`config.mk`:
```
export PLATFORM = sky130hd
export DESIGN_NAME = codec_source_arbiter
export DESIGN_NICKNAME = d
export VERILOG_FILES = /design/src/rtl/codec_source_arbiter_pkg.sv /design/src/rtl/sample_gain_scaler.sv /design/src/rtl/codec_source_arbiter.sv
export SDC_FILE = /design/constraint.sdc
export NUM_CORES = 1
export LEC_CHECK = 0
export BUFFER_PORTS_ARGS = -buffer_cell sky130_fd_sc_hd__buf_2
export CORE_MARGIN = 1.5
export CORE_UTILIZATION = 45
export CTS_BUF_LIST = sky130_fd_sc_hd__clkbuf_4
export DETAILED_ROUTE_END_ITERATION = 12
export GPL_ROUTABILITY_DRIVEN = 1
export PLACE_DENSITY = 0.64
export SLEW_MARGIN = 20
export SYNTH_ARGS = -nofsm -noshare
export SYNTH_HDL_FRONTEND = slang
export SYNTH_HIERARCHICAL = 1
export SYNTH_SLANG_ARGS = --single-unit
```
`constraint.sdc`:
```
create_clock -name clk -period 6.3 [get_ports clk]
set_input_delay 1.26 -clock clk [delete_from_list [all_inputs] [get_ports clk]]
set_output_delay 1.26 -clock clk [all_outputs]
set_load 0.05 [all_outputs]
```
`src/rtl/codec_source_arbiter_pkg.sv`:
```
// Shared types for the codec source arbiter: fade state encoding and
// the source identifiers used on active_src.
package codec_source_arbiter_pkg;

  typedef enum logic [1:0] {
    ST_PLAY     = 2'd0,
    ST_FADE_OUT = 2'd1,
    ST_SWAP     = 2'd2,
    ST_FADE_IN  = 2'd3
  } arb_state_e;

  localparam logic SRC_A = 1'b0;
  localparam logic SRC_B = 1'b1;

endpackage

```
`src/rtl/sample_gain_scaler.sv`:
```
// Combinational fade multiplier: signed sample times unsigned gain,
// arithmetic shift by GAIN_BITS (floor rounding), truncated to WIDTH.
module sample_gain_scaler #(
  parameter int WIDTH     = 16,
  parameter int GAIN_BITS = 6
) (
  input  logic signed [WIDTH-1:0] sample,
  input  logic        [GAIN_BITS:0] gain,
  output logic signed [WIDTH-1:0] scaled
);

  localparam int PW = WIDTH + GAIN_BITS + 1;

  // Full-width product: the zero-extended gain keeps the multiply signed
  // without letting unity gain look negative.
  logic signed [PW-1:0] product;

  // Multiply then shift; unity gain (2^GAIN_BITS) is a bit-exact pass-through.
  always_comb begin
    product = sample * $signed({1'b0, gain});
    scaled  = WIDTH'(product >>> GAIN_BITS);
  end

endmodule

```
`src/rtl/codec_source_arbiter.sv`:
```
// Click-free switch between two playback sources feeding the AC97 path.
// A mode change fades the active source out one step per codec frame,
// spends one zero-gain frame swapping player resets, then fades the new
// source in. The FSM state is visible on dbg_state.
//
// Strobes: new_sample_a/new_sample_b/new_frame are single-cycle pulses with
// no back-pressure; sample_valid is a single-cycle pulse in the cycle after
// new_frame, and sample_out holds its value until the next frame.
module codec_source_arbiter
  import codec_source_arbiter_pkg::*;
#(
  parameter int WIDTH     = 16,
  parameter int GAIN_BITS = 6
) (
  input  logic             clk,
  input  logic             reset_n,
  input  logic             mode_sel,
  input  logic [WIDTH-1:0] sample_a,
  input  logic             new_sample_a,
  input  logic [WIDTH-1:0] sample_b,
  input  logic             new_sample_b,
  input  logic             new_frame,
  output logic [WIDTH-1:0] sample_out,
  output logic             sample_valid,
  output logic             src_reset_a,
  output logic             src_reset_b,
  output logic             active_src,
  output logic             fading,
  output logic [1:0]       dbg_state
);

  localparam logic [GAIN_BITS:0] UNITY = {1'b1, {GAIN_BITS{1'b0}}};

  logic             msel_meta_q, msel_meta_d;
  logic             msel_s_q, msel_s_d;
  logic [WIDTH-1:0] hold_a_q, hold_a_d;
  logic [WIDTH-1:0] hold_b_q, hold_b_d;
  arb_state_e       state_q, state_d;
  logic [GAIN_BITS:0] gain_q, gain_d;
  logic             active_q, active_d;
  logic             src_reset_a_q, src_reset_a_d;
  logic             src_reset_b_q, src_reset_b_d;
  logic [WIDTH-1:0] sample_out_q, sample_out_d;
  logic             sample_valid_q, sample_valid_d;

  logic [GAIN_BITS:0] gain_dec, gain_inc;
  logic [WIDTH-1:0]   scaled;

  // Synchronizer stages and sample holding registers.
  always_comb begin
    msel_meta_d = mode_sel;
    msel_s_d    = msel_meta_q;
    hold_a_d    = new_sample_a ? sample_a : hold_a_q;
    hold_b_d    = new_sample_b ? sample_b : hold_b_q;
  end

  // Fade state machine: advances only on a frame strobe; gain saturates at 0 and unity.
  always_comb begin
    state_d  = state_q;
    gain_d   = gain_q;
    active_d = active_q;
    gain_dec = (gain_q == '0) ? '0 : gain_q - 1'b1;
    gain_inc = (gain_q >= UNITY) ? UNITY : gain_q + 1'b1;
    if (new_frame) begin
      case (state_q)
        ST_PLAY: begin
          gain_d = UNITY;
          if (msel_s_q != active_q) state_d = ST_FADE_OUT;
        end
        ST_FADE_OUT: begin
          if (msel_s_q == active_q) begin
            state_d = ST_FADE_IN;
          end else begin
            gain_d = gain_dec;
            if (gain_dec == '0) begin
              state_d  = ST_SWAP;
              active_d = ~active_q;
            end
          end
        end
        ST_SWAP: begin
          gain_d  = '0;
          state_d = ST_FADE_IN;
        end
        ST_FADE_IN: begin
          if (msel_s_q != active_q) begin
            state_d = ST_FADE_OUT;
          end else begin
            gain_d = gain_inc;
            if (gain_inc == UNITY) state_d = ST_PLAY;
          end
        end
        default: state_d = ST_PLAY;
      endcase
    end
  end

  // Player resets follow the routed source: exactly one player runs at a time.
  always_comb begin
    src_reset_a_d = (active_d != SRC_A);
    src_reset_b_d = (active_d != SRC_B);
  end

  sample_gain_scaler #(
    .WIDTH     (WIDTH),
    .GAIN_BITS (GAIN_BITS)
  ) u_scaler (
    .sample (active_q ? hold_b_q : hold_a_q),
    .gain   (gain_d),
    .scaled (scaled)
  );

  // Output register: refreshed once per frame with the holds as they were before this edge.
  always_comb begin
    sample_valid_d = new_frame;
    sample_out_d   = new_frame ? scaled : sample_out_q;
  end

  // All state flops, asynchronously cleared.
  always_ff @(posedge clk or negedge reset_n) begin
    if (!reset_n) begin
      msel_meta_q    <= 1'b0;
      msel_s_q       <= 1'b0;
      hold_a_q       <= '0;
      hold_b_q       <= '0;
      state_q        <= ST_PLAY;
      gain_q         <= UNITY;
      active_q       <= SRC_A;
      src_reset_a_q  <= 1'b0;
      src_reset_b_q  <= 1'b1;
      sample_out_q   <= '0;
      sample_valid_q <= 1'b0;
    end else begin
      msel_meta_q    <= msel_meta_d;
      msel_s_q       <= msel_s_d;
      hold_a_q       <= hold_a_d;
      hold_b_q       <= hold_b_d;
      state_q        <= state_d;
      gain_q         <= gain_d;
      active_q       <= active_d;
      src_reset_a_q  <= src_reset_a_d;
      src_reset_b_q  <= src_reset_b_d;
      sample_out_q   <= sample_out_d;
      sample_valid_q <= sample_valid_d;
    end
  end

  assign sample_out   = sample_out_q;
  assign sample_valid = sample_valid_q;
  assign src_reset_a  = src_reset_a_q;
  assign src_reset_b  = src_reset_b_q;
  assign active_src   = active_q;
  assign fading       = (state_q != ST_PLAY);
  assign dbg_state    = state_q;

endmodule
```
==> out/metrics.yaml, run 1 <==
antenna_found_initial: 1
crit_arrival_ps: 6420
start_util_pct: 46.3
endpoint_kind: "register"
hpwlAfterDp_mm: 11.7
placementRows: 44
finalCriticalPeriod_ps: 6100
finalWirelength_mm: 14.6
ys_async_sr_fraction_pct: 100
die_x_um: 126
cp_common_cell: "fa_1"
fillCellCount: 1324
reg2reg_from: "gain_q[3]$_DFF_PN0_"
worst_slew_pin_slew_ps: 808
route.detailed.vias_per_inst: 5.22
skew_ps: 18.8
drc: 0
finalCritPeriodShare_pct: 96.9
synth_cell_types: 58
rsz0062_at_grt: "true"
die_area_sq_mm: 0.0158
path_clk_slew_ps: 120
hold_class: "reg -> reg"
final_layout_size_suffix_gt1_share_pct: 28.6
tns_ps: 0
ys_ff_latch: 62
worst-setup-path-type: "reg -> reg"
outcome: "finished clean"
core-area_sq_mm: 0.0146
cts_htree_levels: 3
fmax_ghz: 0.164
utilization_pct: 53.5
finalNetCount: 936
gr-total-overflow: 0
cts_sinks: 62
critical_path_required_ps: 6610
grt_max_degree: 63
timing.final.max_slew_violations: 0
synth_common_cells: "inv_1, and2_1, fa_1, mux2_2, dfrtp_1"
grt_pass1_vias: 5607
yosys.area.top_type: "fa_1"
cts_buffers: 9
layout_setup_ws_ps: 195
synth.area.top_cells: "fa_1, dfrtp_1, mux2_2, ha_1, and2_1"
area.growth.synth_to_final_pct: 15.3
pin_count: 61
grtUsageTotal_pct: 20.3
grt_pass1_wl_mm: 25.9
report.final.hold_viol_count: 0
cts_root_buffer: "clkbuf_4"
cp-start-kind: "register"
relSlewSlack_pct: 46.2
cpPeakStageDelay_ps: 520
synth_top_area_share_pct: 23.6
antenna_left: 0
synth-edff-count: 0
clkLatencyLatePin_ps: 440
path_cells: "or3_4 -> o311ai_4 -> buf_4 -> o221ai_1 -> a32o_2 -> buf_4 -> and2_1 -> fa_1 -> fa_1 -> fa_1 -> inv_1 -> fa_1 -> inv_1 -> ha_1 -> a21oi_2 -> o21ai_1 -> a311oi_2 -> a31oi_2 -> a31o_1 -> xnor2_1 -> mux2_2"
place_ws_ps: -193
dr.first_iter.drc_count: 342
yosysMostFrequentCell: "inv_1"
avgSynthCellArea_sq_um: 10.2
cts_tree: "yes"
cap_viol_max_count: 0
syn_area_sq_mm: 0.00679
cts_hold_buf: 0
crit_slowest_cell: "fa_1"
die_h_um: 126
ys_seq_area_share_pct: 22.9
globalplace.congestion: 0.908
synth-main-ff-cell: "dfrtp_1"
drt-pass1-iter-count: 5
yosysWarnings: 6
min_from: "msel_meta_q$_DFF_PN0_"
wl_per_cell_um: 15.2
cp_max_fo: 7
syn_nets: 835
synth_cells: 668
clockBufferDepth: 2
io_buffers: 60
startpoint: "gain_q[3]$_DFF_PN0_"
num_vias: 5005
setup_viol: 0
-- flip-flops by register name, summed over array words and instances, names as in the netlist, named ones only --
signal,count
gain_q,7
msel_meta_q,1
hold_b_q,16
hold_a_q,16
sample_out,16
src_reset_b,1
dbg_state,2
sample_valid,1
msel_s_q,1
-- cell type report --
| cell class | instances | area (sq um) | area share [%] |
|---|---|---|---|
| Clock buffer | 10 | 75.1 | 0.959 |
| Tap cell | 184 | 230 | 2.94 |
| Timing Repair Buffer | 113 | 698 | 8.92 |
| Clock inverter | 6 | 110 | 1.41 |
| Antenna cell | 1 | 2.50 | 0.0320 |
| Multi-Input combinational cell | 468 | 4730 | 60.4 |
| Sequential cell | 62 | 1550 | 19.9 |
| Inverter | 115 | 432 | 5.51 |
-- cell families (layout without fill, tap and decap cells) --
family,after synthesis,count (layout),share of synthesized area (%)
simple gates,177,177,14.4
other cells,0,1,0
compound gates,65,65,7.17
mux,70,70,11.5
buf+inv,138,244,7.85
flops,62,62,22.9
fa+ha+maj,129,129,32.6
xor+xnor,27,27,3.48
-- final timing paths --
check / slack [ps] / endpoint / cells after the start
max reg2reg: 200 / sample_out[15]$_DFFE_PN0P_ / 21
min: 350 / msel_s_q$_DFF_PN0_ / 0
min reg2reg: 350 / msel_s_q$_DFF_PN0_ / 0
max in group asynchronous: 4760 / sample_out[11]$_DFFE_PN0P_ / 2
min in group asynchronous: 980 / hold_a_q[13]$_DFFE_PN0P_ / 2
max: 200 / sample_out[15]$_DFFE_PN0P_ / 21
-- critical path: cells and delay by family (launching register included) --
family	cells	cell delay (ps)
flops	1	400
xor+xnor	1	120
simple gates	2	570
fa+ha+maj	5	2310
mux	1	270
buf+inv	4	460
compound gates	8	1830
-- layout by cell type (no fill, tap or decap), types with 3 or more instances in the layout --
| master | netlist | layout |
|---|---|---|
| a211oi_1 | 4 | 4 |
| a21o_1 | 4 | 4 |
| a21oi_1 | 12 | 10 |
| a21oi_2 | 3 | 5 |
| a31oi_1 | 3 | 3 |
| and2_1 | 86 | 86 |
| buf_2 | 3 | 60 |
| buf_4 | 1 | 53 |
| bufinv_16 | 0 | 3 |
| clkbuf_4 | 0 | 10 |
| dfrtp_1 | 60 | 60 |
| fa_1 | 80 | 80 |
| ha_1 | 49 | 47 |
| inv_1 | 115 | 115 |
| mux2_2 | 65 | 65 |
| mux2i_1 | 4 | 4 |
| nand2_1 | 45 | 44 |
| nand3_1 | 9 | 9 |
| nand4_1 | 3 | 3 |
| nor2_1 | 12 | 12 |
| nor3_1 | 5 | 5 |
| o21ai_0 | 9 | 6 |
| o21ai_1 | 3 | 5 |
| o22ai_1 | 4 | 4 |
| xnor2_1 | 14 | 14 |
| xor2_1 | 13 | 13 |
-- metrics by stage --
step | std cells | hold WS (ps) | cell area [sq um]
after floorplan | 668 | 331 | 6790
after global placement | 941 | 335 | 7610
after detailed placement | 941 | 348 | 7610
after CTS | 957 | 364 | 7790
after global routing | 959 | 378 | 7830
final | 959 | 354 | 7830
-- layer usage --
layer	vias to the layer above	part of all wire, %	wire length, um	global-route usage (%)
met3	31	3.4	498	3.19
met2	99	52	7530	36.4
met4	0	3.4	490	8.79
met5	-	0	0	0
li1	2349	-	-	-
met1	2526	42	6050	24.4
-- repair_timing --
action / 4_1_cts / 5_1_grt
buffers inserted: 0 / 1
gates resized for setup: 0 / 12
setup endpoints to repair: 0 / 11
Power of run 1 is not shown: default switching activity piles up to over one toggle a cycle in this logic, so the estimate is an artifact.
==> inputs of run 2 (changes only) <==
--- a/config.mk
+++ b/config.mk
@@ -13,2 +13,3 @@
 export GPL_ROUTABILITY_DRIVEN = 1
+export GPL_TIMING_DRIVEN = 0
 export PLACE_DENSITY = 0.64
==> constraint.sdc (replaced) <==
create_clock -name clk -period 6.3 [get_ports clk]
set_input_delay 0.315 -clock clk [delete_from_list [all_inputs] [get_ports clk]]
set_output_delay 0.315 -clock clk [all_outputs]
set_load 0.05 [all_outputs]
==> out/metrics.yaml, run 2 (synthesis results as in run 1) <==
cts_root_buffer: "clkbuf_4"  # unchanged
dr.first_iter.drc_count: 296  # was 342
clkLatencyLatePin_ps: 450  # was 440 ps
grt_max_degree: 63  # unchanged
min_from: "new_frame"  # was msel_meta_q$_DFF_PN0_
finalNetCount: 930  # was 936
final_layout_size_suffix_gt1_share_pct: 31.6  # was 28.6%
globalplace.congestion: 0.874  # was 0.908
reg2reg_from: "gain_q[2]$_DFF_PN0_"  # was gain_q[3]$_DFF_PN0_
timing.final.max_slew_violations: 0  # unchanged
die_area_sq_mm: 0.0158  # unchanged
rr_endpoint: "sample_out[6]$_DFFE_PN0P_"  # was sample_out[15]$_DFFE_PN0P_
start_util_pct: 46.3  # unchanged
finalCriticalPeriod_ps: 6110  # was 6100 ps
path_cells: "buf_6 -> or3_4 -> o311ai_4 -> o21ai_2 -> a31o_1 -> a32o_2 -> buf_8 -> clkbuf_2 -> and2_1 -> fa_1 -> fa_1 -> fa_1 -> inv_1 -> fa_1 -> inv_1 -> ha_4 -> nand3_1 -> o211ai_1 -> or2_1 -> a21o_1 -> a311oi_2 -> xnor2_1 -> mux2_2"  # was or3_4 -> o311ai_4 -> buf_4 -> o221ai_1 -> a32o_2 -> buf_4 -> and2_1 -> fa_1 -> fa_1 -> fa_1 -> inv_1 -> fa_1 -> inv_1 -> ha_1 -> a21oi_2 -> o21ai_1 -> a311oi_2 -> a31oi_2 -> a31o_1 -> xnor2_1 -> mux2_2
path_clk_slew_ps: 110  # was 120 ps
cp-start-kind: "register"  # unchanged
cts_buffers: 9  # unchanged
reg2reg_setup_slack_ps: 190  # was 200 ps
outcome: "finished clean"  # unchanged
io_buffers: 58  # was 60
crit_buf_inv: 5  # was 4
worst-setup-path-type: "reg -> reg"  # unchanged
gr-total-overflow: 0  # unchanged
crit_arrival_ps: 6430  # was 6420 ps
cts_htree_levels: 3  # unchanged
grt_pass1_vias: 5281  # was 5,607
cpPeakStageDelay_ps: 540  # was 520 ps
reg2reg_depth: 23  # was 21
worst_slew_pin_slew_ps: 809  # was 808 ps
cp_common_cell: "fa_1"  # unchanged
grt_use_met3_pct: 3.10  # was 3.19%
cp_max_fo: 10  # was 7
route.detailed.vias_per_inst: 5.29  # was 5.22
finalCritPeriodShare_pct: 97.0  # was 96.9%
antenna_found_initial: 1  # unchanged
crit_slowest_cell: "fa_1"  # unchanged
grt_use_met1_pct: 25.3  # was 24.4%
crit_family: "adder cells"  # unchanged
placementRows: 44  # unchanged
drt-pass1-iter-count: 5  # unchanged
hpwlAfterDp_mm: 11.5  # was 11.7 mm
final_cell_mix: "inv_1, and2_1, fa_1"  # unchanged
hold_class: "in -> reg"  # was reg -> reg
timing.hold.worst_endpoint: "sample_valid$_DFF_PN0_"  # was msel_s_q$_DFF_PN0_
endpoint_kind: "register"  # unchanged
relSlewSlack_pct: 46.1  # was 46.2%
die_x_um: 126  # unchanged
pin_count: 61  # unchanged
area.growth.synth_to_final_pct: 18.5  # was 15.3%
core-area_sq_mm: 0.0146  # unchanged
critical_path_required_ps: 6630  # was 6610 ps
die_h_um: 126  # unchanged
setup_viol: 0  # unchanged
wl_per_cell_um: 15.8  # was 15.2 um
grt_use_met2_pct: 36.3  # was 36.4%
grt_busiest_layer: "met2"  # unchanged
grtUsageTotal_pct: 20.4  # was 20.3%
grt_pass1_wl_mm: 25.4  # was 25.9 mm
skew_ps: 17.7  # was 18.8 ps
antenna_left: 0  # unchanged
finalNonFillerCells: 953  # was 959
dp.cells: 910  # was 941
num_vias: 5046  # was 5,005
worstHoldPathCells: 1  # was 0
finalWirelength_mm: 15.1  # was 14.6 mm
cts_tree: "yes"  # unchanged
drc: 0  # unchanged
final_common_cell: "inv_1"  # unchanged
fmax_ghz: 0.164  # about the same
cts_sinks: 62  # unchanged
cap_viol_max_count: 0  # unchanged
clockBufferDepth: 2  # unchanged
report.final.hold_viol_count: 0  # unchanged
run 2: cell count changes in the layout (fill, tap and decap cells not counted), sizes merged:
cell         before  now
buf             113   95
bufinv            3    2
clkbuf           10   20
clkinv            2    4
clkinvlp          1    0
dlygate4sd3       0    2
run 2: how the worst max path moves through the flow:
stage | endpoint | slack (ps) | depth (start not counted) | startpoint
floorplan | sample_out[6]$_DFFE_PN0P_ | 30 | 23 | register
global placement | sample_out[15]$_DFFE_PN0P_ | -840 | 25 | gain_q[0]$_DFF_PN0_
detailed placement | sample_out[15]$_DFFE_PN0P_ | -870 | 24 | dbg_state[1]$_DFFE_PN0P_
CTS | sample_out[14]$_DFFE_PN0P_ | 30 | 23 | register
global route | sample_out[15]$_DFFE_PN0P_ | -70 | 24 | register
finish | sample_out[6]$_DFFE_PN0P_ | 190 | 23 | gain_q[2]$_DFF_PN0_
run 2: cell type report:
type                    count  area [sq um]
well taps                 184           230
repair buffers             87           513
multi-input cells         468          4990
clock buffers              10          75.1
plain buffers              20           148
fillers                  1329          6600
clock inverters             6          86.3
flip-flops and latches     62          1560
inverters                 115           432
diodes                      1          2.50
run 2: per-layer routing:
layer	vias to the layer above	part of all wire, %
met5	-	0
met3	27	4.2
met2	142	52
met1	2548	42
met4	0	2.0
li1	2329	-
run 2: through the flow:
step | TNS (ps) | cell area (sq um) | hold WS (ps) | util (%) | setup WS [ps]
2_1_floorplan | 0 | 6790 | 19.4 | - | 32.1
5_1_grt | -115 | 8040 | 19.4 | 54.9 | -68.6
3_3_place_gp | -7430 | 7310 | 338 | 49.9 | -835
4_1_cts | 0 | 7630 | 0.938 | 52.1 | 34.5
6_report | 0 | 8040 | 49.8 | 54.9 | 190
3_5_place_dp | -7830 | 7310 | 335 | 49.9 | -873
run 2: what timing repair did:
action                                 CTS  global route
hold buffers                             2             0
gates resized for setup                 32            61
endpoints found under the hold margin   61             0
buffers inserted                         5            22
pin swaps                                5            16
setup endpoints to repair               13            12
Power of run 2 is left out for the same reason.
